$ cat src/rtl/cdb_arbiter.sv
`default_nettype none
// ============================================================================
//  Module   : cdb_arbiter
//  Purpose  : Common-data-bus arbiter. Three result producers (ALU, LSB, BRU)
//             each own a one-entry holding buffer. Occupied buffers compete
//             round-robin for a single registered broadcast slot per cycle.
//  Revision : 1.0  initial release
// ----------------------------------------------------------------------------
//  Ports
//    clk_in                 system clock, rising edge
//    rst_in                 synchronous active-low reset
//    rdy_in                 global ready, low freezes all state
//    flush_in               misprediction clear (effective only with rdy_in)
//    src_valid[2:0]         per-source result valid (0=ALU,1=LSB,2=BRU)
//    src_ready[2:0]         per-source accept (combinational)
//    src_rob_id_k, k=0..2   ROB id of source k's result
//    src_value_k,  k=0..2   32-bit result value of source k
//    cdb_valid              registered broadcast valid
//    cdb_rob_id             registered broadcast ROB id
//    cdb_value              registered broadcast value
//    cdb_src                registered index of the granted source
// ============================================================================
module cdb_arbiter #(
    parameter int ROB_SIZE_BIT = 5
) (
    input  logic                    clk_in,
    input  logic                    rst_in,
    input  logic                    rdy_in,
    input  logic                    flush_in,
    input  logic [2:0]              src_valid,
    output logic [2:0]              src_ready,
    input  logic [ROB_SIZE_BIT-1:0] src_rob_id_0,
    input  logic [ROB_SIZE_BIT-1:0] src_rob_id_1,
    input  logic [ROB_SIZE_BIT-1:0] src_rob_id_2,
    input  logic [31:0]             src_value_0,
    input  logic [31:0]             src_value_1,
    input  logic [31:0]             src_value_2,
    output logic                    cdb_valid,
    output logic [ROB_SIZE_BIT-1:0] cdb_rob_id,
    output logic [31:0]             cdb_value,
    output logic [1:0]              cdb_src
);

    localparam int C_NSRC = 3;

    // Holding buffers, one per source
    logic [C_NSRC-1:0]       r_buf_valid;
    logic [ROB_SIZE_BIT-1:0] r_buf_id  [C_NSRC];
    logic [31:0]             r_buf_val [C_NSRC];

    // Round-robin pointer, always in {0,1,2}
    logic [1:0]              r_rr;

    logic                    r_cdb_valid;
    logic [ROB_SIZE_BIT-1:0] r_cdb_rob_id;
    logic [31:0]             r_cdb_value;
    logic [1:0]              r_cdb_src;

    logic [ROB_SIZE_BIT-1:0] w_in_id  [C_NSRC];
    logic [31:0]             w_in_val [C_NSRC];

    logic                    w_active;
    logic [C_NSRC-1:0]       w_req;
    logic                    w_gnt_any;
    logic [1:0]              w_gnt_idx;
    logic [C_NSRC-1:0]       w_grant;
    logic [1:0]              w_rr_next;
    logic [C_NSRC-1:0]       w_src_ready;

    assign w_in_id[0]  = src_rob_id_0;
    assign w_in_id[1]  = src_rob_id_1;
    assign w_in_id[2]  = src_rob_id_2;
    assign w_in_val[0] = src_value_0;
    assign w_in_val[1] = src_value_1;
    assign w_in_val[2] = src_value_2;

    // (base + off) mod 3 for base, off in {0,1,2}
    function automatic logic [1:0] f_rot(input logic [1:0] base, input logic [1:0] off);
        logic [2:0] s;
        s = {1'b0, base} + {1'b0, off};
        if (s >= 3'd3) begin
            s = s - 3'd3;
        end
        return s[1:0];
    endfunction

    // Arbitration only happens on an edge that actually advances state:
    // out of reset, ready, and not flushing.
    assign w_active = rst_in & rdy_in & ~flush_in;
    assign w_req    = r_buf_valid & {C_NSRC{w_active}};

    always_comb begin
        w_gnt_any = 1'b0;
        w_gnt_idx = 2'd0;
        for (int i = 0; i < C_NSRC; i++) begin
            if (!w_gnt_any && w_req[f_rot(r_rr, 2'(i))]) begin
                w_gnt_any = 1'b1;
                w_gnt_idx = f_rot(r_rr, 2'(i));
            end
        end
    end

    assign w_grant     = w_gnt_any ? (3'b001 << w_gnt_idx) : 3'b000;
    assign w_rr_next   = (w_gnt_idx == 2'd2) ? 2'd0 : (w_gnt_idx + 2'd1);

    // A buffer can accept when empty, or when it drains on this same edge.
    assign w_src_ready = {C_NSRC{w_active}} & (~r_buf_valid | w_grant);
    assign src_ready   = w_src_ready;

    always_ff @(posedge clk_in) begin
        if (!rst_in) begin
            r_buf_valid <= '0;
        end else if (rdy_in) begin
            for (int k = 0; k < C_NSRC; k++) begin
                if (flush_in) begin
                    r_buf_valid[k] <= 1'b0;
                end else if (src_valid[k] && w_src_ready[k]) begin
                    r_buf_valid[k] <= 1'b1;
                    r_buf_id[k]    <= w_in_id[k];
                    r_buf_val[k]   <= w_in_val[k];
                end else if (w_grant[k]) begin
                    r_buf_valid[k] <= 1'b0;
                end
            end
        end
    end

    always_ff @(posedge clk_in) begin
        if (!rst_in) begin
            r_rr         <= 2'd0;
            r_cdb_valid  <= 1'b0;
            r_cdb_rob_id <= '0;
            r_cdb_value  <= '0;
            r_cdb_src    <= 2'd0;
        end else if (rdy_in) begin
            if (flush_in) begin
                r_rr        <= 2'd0;
                r_cdb_valid <= 1'b0;
            end else begin
                r_cdb_valid <= w_gnt_any;
                if (w_gnt_any) begin
                    r_cdb_rob_id <= r_buf_id[w_gnt_idx];
                    r_cdb_value  <= r_buf_val[w_gnt_idx];
                    r_cdb_src    <= w_gnt_idx;
                    r_rr         <= w_rr_next;
                end
            end
        end
    end

    assign cdb_valid  = r_cdb_valid;
    assign cdb_rob_id = r_cdb_rob_id;
    assign cdb_value  = r_cdb_value;
    assign cdb_src    = r_cdb_src;

endmodule
`default_nettype wire
$ cat config.mk
export PLATFORM = sky130hd
export DESIGN_NAME = cdb_arbiter
export DESIGN_NICKNAME = d
export VERILOG_FILES = /design/src/rtl/cdb_arbiter.sv
export SDC_FILE = /design/constraint.sdc
export NUM_CORES = 1
export LEC_CHECK = 0
export ABC_AREA = 1
export CAP_MARGIN = 30
export CORE_MARGIN = 3
export CORE_UTILIZATION = 44
export DETAILED_ROUTE_END_ITERATION = 8
export PLACE_DENSITY_LB_ADDON = 0.08
export SYNTH_ARGS = -nofsm -noshare
export SYNTH_HDL_FRONTEND = slang
export SYNTH_SLANG_ARGS = --single-unit
$ cat constraint.sdc
create_clock -name clk_in -period 3.3 [get_ports clk_in]
set_input_delay 0.495 -clock clk_in [delete_from_list [all_inputs] [get_ports clk_in]]
set_output_delay 0.495 -clock clk_in [all_outputs]
set_load 0.005 [all_outputs]
# Yosys cells after proc, flatten, opt, wreduce, memory -nomap -nowiden
# Memories as Yosys holds them, arrays and structs flattened. A register that Yosys moved wholly into a read port is not among the register bits.
# Index checks and enable logic that the tools add are counted.
# word_totals
regBits	8
ram_bits	111
input_bits	118
output_inout_bits	43
elab_cells	91
n_memories	2
# classes
addsub	6
order_cmp	6
n_eq_ne	1
n_shift	1
mux	44
bitwise_logic	7
n_reduce_logical	18
# memory_table
memory	depth	width	read_ports	rd_clocked_by_memory_dff	write_ports	line	text
r_buf_val	3	32	1	1	3	49	logic [31:0] r_buf_val [C_NSRC];
r_buf_id	3	5	1	1	3	48	logic [ROB_SIZE_BIT-1:0] r_buf_id [C_NSRC];
# op_table
operator	n
two-way mux 1 bit	31
two-way mux 2 bit	9
less-than comparator 2 x 3 -> 1 bit, second input constant	3
nonzero test 3 bit	3
AND reduction 2 bit	4
bitwise AND 3 bit	2
binary-select mux 1 bit (select 2 bit)	3
greater-or-equal comparator 3 x 2 -> 1 bit, second input constant	2
subtractor 2 bit, second input constant	3
logical AND 1 bit	5
zero test 1 bit	4
adder 2 x 1 -> 3 bit, second input constant	1
adder 2 x 2 -> 3 bit, second input constant	1
two-way mux 3 bit	1
inverter 3 bit	1
OR 3 bit	1
AND reduction 3 bit	1
left shift 1 x 2 -> 3 bit, first input constant	1
adder 2 x 1 -> 2 bit, second input constant	1
bitwise AND 1 bit	2
equality test 2 bit, second input constant	1
greater-or-equal comparator 2 bit, second input constant	1
nonzero test 2 bit	1
inverter 1 bit	1

# Longest topological paths before layout
# logic_depth
word_depth	22
depth_mapped	15
depth_no_buf	15

# Least setup slack after synthesis
# Ideal clock, no wire load.
# synth_timing
path_kind	reg2reg
from	register r_rr[0]
to	memory r_buf_id[2][0], enable pin
setup_time_ns	0.431
arrival_time_ns	3.131
required_ns	2.869
setup_slack_ns	-0.262
stages_incl_launch_ff	14
path_buffers	0
period_less_slack_ns	3.562
path_cell_list	dfxtp_1 > inv_1 > ha_1 > inv_1 > nand3_1 > nand2_1 > nand2_1 > nor2_2 > nand3_1 > nor2_1 > nor2_1 > nand2_1 > nand2_1 > nor2_1
# synth_rtl
item	line	text
start, declared	52	logic [1:0] r_rr;
start signal, assigned	145	r_rr <= w_rr_next;
end, declared	48	

# Worst setup path in the final report
# layout_timing
from	input flush_in
to	output src_ready[0]
# layout_between
elab_chain_len	16
word_cells_on_any_way	23
cone_classes	1 x shift; 13 x mux; 5 x bitwise; 4 x reduce/logical
# layout_rtl
item	line	text
start, declared	29	input logic flush_in,
inverter 1 bit (no line) *	--	
bitwise AND 1 bit *	89	assign w_active = rst_in & rdy_in & ~flush_in;
bitwise AND 3 bit	90	assign w_req = r_buf_valid & {C_NSRC{w_active}};
binary-select mux 1 bit (select 2 bit)	96	if (!w_gnt_any && w_req[f_rot(r_rr, 2'(i))]) begin
two-way mux 1 bit (not written as such)	96	
two-way mux 1 bit	96	
zero test 1 bit	96	
logical AND 1 bit	96	
two-way mux 1 bit	96	
zero test 1 bit	96	
logical AND 1 bit	96	
two-way mux 2 bit	96	
left shift 1 x 2 -> 3 bit	103	assign w_grant = w_gnt_any ? (3'b001 << w_gnt_idx) : 3'b000;
two-way mux 3 bit	103	
OR 3 bit	107	assign w_src_ready = {C_NSRC{w_active}} & (~r_buf_valid | w_grant);
bitwise AND 3 bit *	107	
end, declared	31	output logic [2:0] src_ready,
# Every way passes the cells marked *; elsewhere a longest branch is shown, timed or not. The select of a mux whose other input is x is not followed.

==> impl_results.md <==
- Status: finished, final reports clean
- Shortest clock period the worst path allows after layout: roughly 3300 ps
- Overall Global Routing Usage: 20.8%
- Sum of net half-perimeters after detailed placement: 9860 um
- Final core utilization: roughly 64%
- Worst path required time: approximately 2800 ps
- Critical Path Fanout Max: 7
- Combinational share of power: 33.1%
- Wire length of the first global-routing pass: ~23,000 um
- Maximum number of pins on one net before global-route repair: 40
- Drt pass-1 iters: 5
- Final #Nets: 840
- Count of antenna diodes in the layout: 0
- CTS Root Buffer Type: sky130_fd_sc_hd__clkbuf_16
- FF/Latch Area: between 0.004 and 0.005 mm2
- Max-slew headroom at the worst pin: between 60 and 70%
- NetSw: 2040 uW
- Routability cong.: roughly 0.93
- Worst vdd rail ir drop: roughly 0.00044 V
- Final hold violations: 0
- Deepest clock path buffer count: 2
- Clock sink count: between 150 and 200
- Power density over the cells: 747 mW/mm2
- Cell internal pwr: ~4300 uW
- Setup crit end kind: output pin
- Cell row count: 42
- Clock tree from TritonCTS: done
- Fill count: 1,070
- Area of the core: ~0.013 mm2
- Crit-path slowest cell: sky130_fd_sc_hd__clkdlybuf4s50_1
- Fin. max-slew vios: 0
- Setup skew after layout: 10.3 ps
- Switching Fraction: around a third
- Part of the Yosys area used for sequential elements: between 70% and 80%
- Proportion of power drawn by flip-flops and latches: roughly 38%
- Count of cell types in the netlist: 24
- Global-route congestion overflow total: 0
- Synthesized flop and latch total: 156
- Area taken by multi-input logic gates: 0.00145 mm2
- Fraction of layout cells with a size suffix above 1: 9.02%
- Highest achievable clock rate: roughly 300 MHz
- Data arrival time of the critical path: 2760 ps
- Clock-pin slew of the registers on the worst-case setup and hold paths: roughly 60 ps
- Initial antenna violation count: 0
- Worst-case register-to-register setup slack: approximately 740 ps
- Routed wirelength normalized by instance count: 16.9 um
- Avg Vias per Cell: slightly below 5
- Setup violation total in the final timing report: 0
- Via count: between 4,000 and 5,000
- Class of the most critical hold timing path: primary input to flip-flop
- Summed instance area of the synthesized netlist: approximately 0.0060 mm2
- Leading cell type in the layout, fill and taps excluded: sky130_fd_sc_hd__clkdlybuf4s50_1
- Least-Margin Pin Slew: between 500 and 600 ps
- Yosys top cell area share: between 50 and 60%
- TritonCTS Buffers: 17
- Nature of the critical path startpoint: primary input
- Mean post-synth cell area: approximately 11 um2
- Period utilization: 98.5%
- Number of ports placed on the die boundary: ~160
- Buffers on Ports: 160
- Yosys warns: 0
- Floorplan die width: roughly 120 um
- Combined buffer and inverter count along the critical path: 3
- Reported max-cap violation count: 0
- Residual DRC count: 0
- Delay of the slowest cell on the worst path: between 400 and 500 ps
- Post-synthesis net count: 665
- Layout area overhead: 41.2%
- Initial Util: approximately 45%
- Die Area: ~0.015 mm2
- Cell family with most CP delay: simple AND/OR/NAND/NOR gates
- Proportion of power drawn by the clock network: between 20% and 30%
- Pre-CTS worst setup slack: 82.6 ps
- Violation count after the first detailed-route iteration: 496
- H-tree levels: 4
- Cell taking the most area after synthesis: sky130_fd_sc_hd__edfxtp_1
- Skew-Pair Late Insertion Delay: slightly above 400 ps
- Biggest area contributors in the synthesized netlist: sky130_fd_sc_hd__edfxtp_1 (56%), sky130_fd_sc_hd__dfxtp_1 (15%), sky130_fd_sc_hd__nand2_1 (9.3%)
- Commonest cells after routing, fill and taps aside: sky130_fd_sc_hd__clkdlybuf4s50_1 (158), sky130_fd_sc_hd__nand2_1 (149), sky130_fd_sc_hd__edfxtp_1 (111), sky130_fd_sc_hd__inv_1 (56), sky130_fd_sc_hd__nand3_1 (50)
- PnR worst setup slack: between 40 and 50 ps
- Vertical die dimension: ~120 um
- Via count of the first global-routing pass: 4,510
- Detailed Route WL: around 15,000 um
- Static power due to leakage: approximately 0.0034 uW
- Remaining number of nets flagged by the antenna check after routing: 0
- Cell mode on critical path: sky130_fd_sc_hd__nand2_1
- Cell-by-cell listing of the critical path: clkdlybuf4s50_1 -> nor2_4 -> nand3_1 -> nand2_1 -> nand2_1 -> nor2_4 -> nand4_1 -> nand2_2 -> nor2_4 -> nand2_1 -> nand2_1 -> nand2_1 -> inv_1 -> clkdlybuf4s50_1
- Cells after synthesis: roughly 550
- Kind of critical path: primary input to output pin
cell type report:
class | instances | area share (%)
clock inverters | 8 | 1.14
well taps | 176 | 2.60
flip-flops and latches | 156 | 50.0
multi-input cells | 305 | 17.1
clock buffers | 23 | 5.40
inverters | 63 | 2.82
repair buffers | 177 | 21.0
final timing paths:
kind                                        from        endpoint  cells after the start
worst min-delay path                      rdy_in  r_buf_valid[1]                      4
worst max-delay path                    flush_in    src_ready[0]                     14
worst max register to register           r_rr[0]  r_buf_id[1][4]                     16
worst min register to register  r_buf_val[0][22]   cdb_value[22]                      2
cells in the mapped netlist:
library cell,number
sky130_fd_sc_hd__o21ai_2,1
sky130_fd_sc_hd__nor2_4,3
sky130_fd_sc_hd__a21boi_0,6
sky130_fd_sc_hd__o21ai_0,30
sky130_fd_sc_hd__nand2_1,149
sky130_fd_sc_hd__nand4_1,7
sky130_fd_sc_hd__nand2_2,4
sky130_fd_sc_hd__o211ai_1,2
sky130_fd_sc_hd__nor2_2,1
sky130_fd_sc_hd__clkbuf_1,4
sky130_fd_sc_hd__o21bai_1,1
sky130_fd_sc_hd__nor2_1,18
sky130_fd_sc_hd__buf_2,8
sky130_fd_sc_hd__buf_1,1
sky130_fd_sc_hd__dfxtp_1,45
sky130_fd_sc_hd__edfxtp_1,111
sky130_fd_sc_hd__buf_4,3
sky130_fd_sc_hd__a21oi_1,29
sky130_fd_sc_hd__a21oi_2,1
sky130_fd_sc_hd__inv_1,60
sky130_fd_sc_hd__nand3_1,51
sky130_fd_sc_hd__buf_6,5
sky130_fd_sc_hd__ha_1,2
sky130_fd_sc_hd__inv_2,3
registers in the layout, indices dropped and copies added (netlist names):
name,count
cdb_valid,1
cdb_src,2
r_rr,2
cdb_rob_id,5
r_buf_id,15
r_buf_val,96
r_buf_valid,3
cdb_value,32
through the flow:
step                hold slack (ps)  setup TNS (ps)  power (uW)  instances  cell area [um2]
finish                          453               0        6330        908             8480
global route                    487            -175        6720        908             8480
CTS                             469               0        6340        905             8410
detailed placement              460               0        4490        874             7850
global placement                449               0        4430        874             7850
floorplan                       445               0        3660        545             6010
cells by family (layout without fill, tap and decap cells):
logic type | Yosys count | count (layout) | synth area share, %
DFF | 156 | 156 | 70.5
adders and majority gates | 2 | 2 | 0.417
buffers and inverters | 84 | 271 | 6.23
AOI/OAI and AO/OA | 70 | 70 | 6.33
and+or+nand+nor | 233 | 233 | 16.5
worst register-to-register path, cell delays in order (launching register included):
cell and delay [ps]:
sky130_fd_sc_hd__dfxtp_2 360, sky130_fd_sc_hd__inv_1 80, sky130_fd_sc_hd__ha_4 270, sky130_fd_sc_hd__inv_4 80
sky130_fd_sc_hd__nand3_1 100, sky130_fd_sc_hd__nand2_1 140, sky130_fd_sc_hd__nand2_1 130, sky130_fd_sc_hd__nor2_4 140
sky130_fd_sc_hd__nand3_1 110, sky130_fd_sc_hd__nand2_1 80, sky130_fd_sc_hd__nand2_1 70, sky130_fd_sc_hd__nand2_1 60
sky130_fd_sc_hd__nand2_1 50, sky130_fd_sc_hd__inv_1 60, sky130_fd_sc_hd__nand2_1 80, sky130_fd_sc_hd__inv_2 250
sky130_fd_sc_hd__buf_12 230
timing repair:
action                     CTS  global route
hold buffers                 0             0
pin swaps                    0             5
setup endpoints to repair    2             3
resized for setup            1            12
buffers inserted             0             3
layer usage:
metal  vias up  routed length (um)  global-route usage (%)
li1       2171                   -                       -
met1      2129                6220                    25.3
met2       181                7730                    35.1
met3        32                1040                    6.18
met4         0                 350                    7.70
met5         -                   0                       0
power by group through the flow:
stage          clock, uW  combinational, uW  sequential, uW
6_report            1840               2100            2400
5_1_grt             1940               2360            2420
4_1_cts             1870               2080            2400
3_5_place_dp           0               2060            2430
3_3_place_gp           0               2010            2430
2_1_floorplan          0               1230            2430
(Power assumes the default switching activity.)
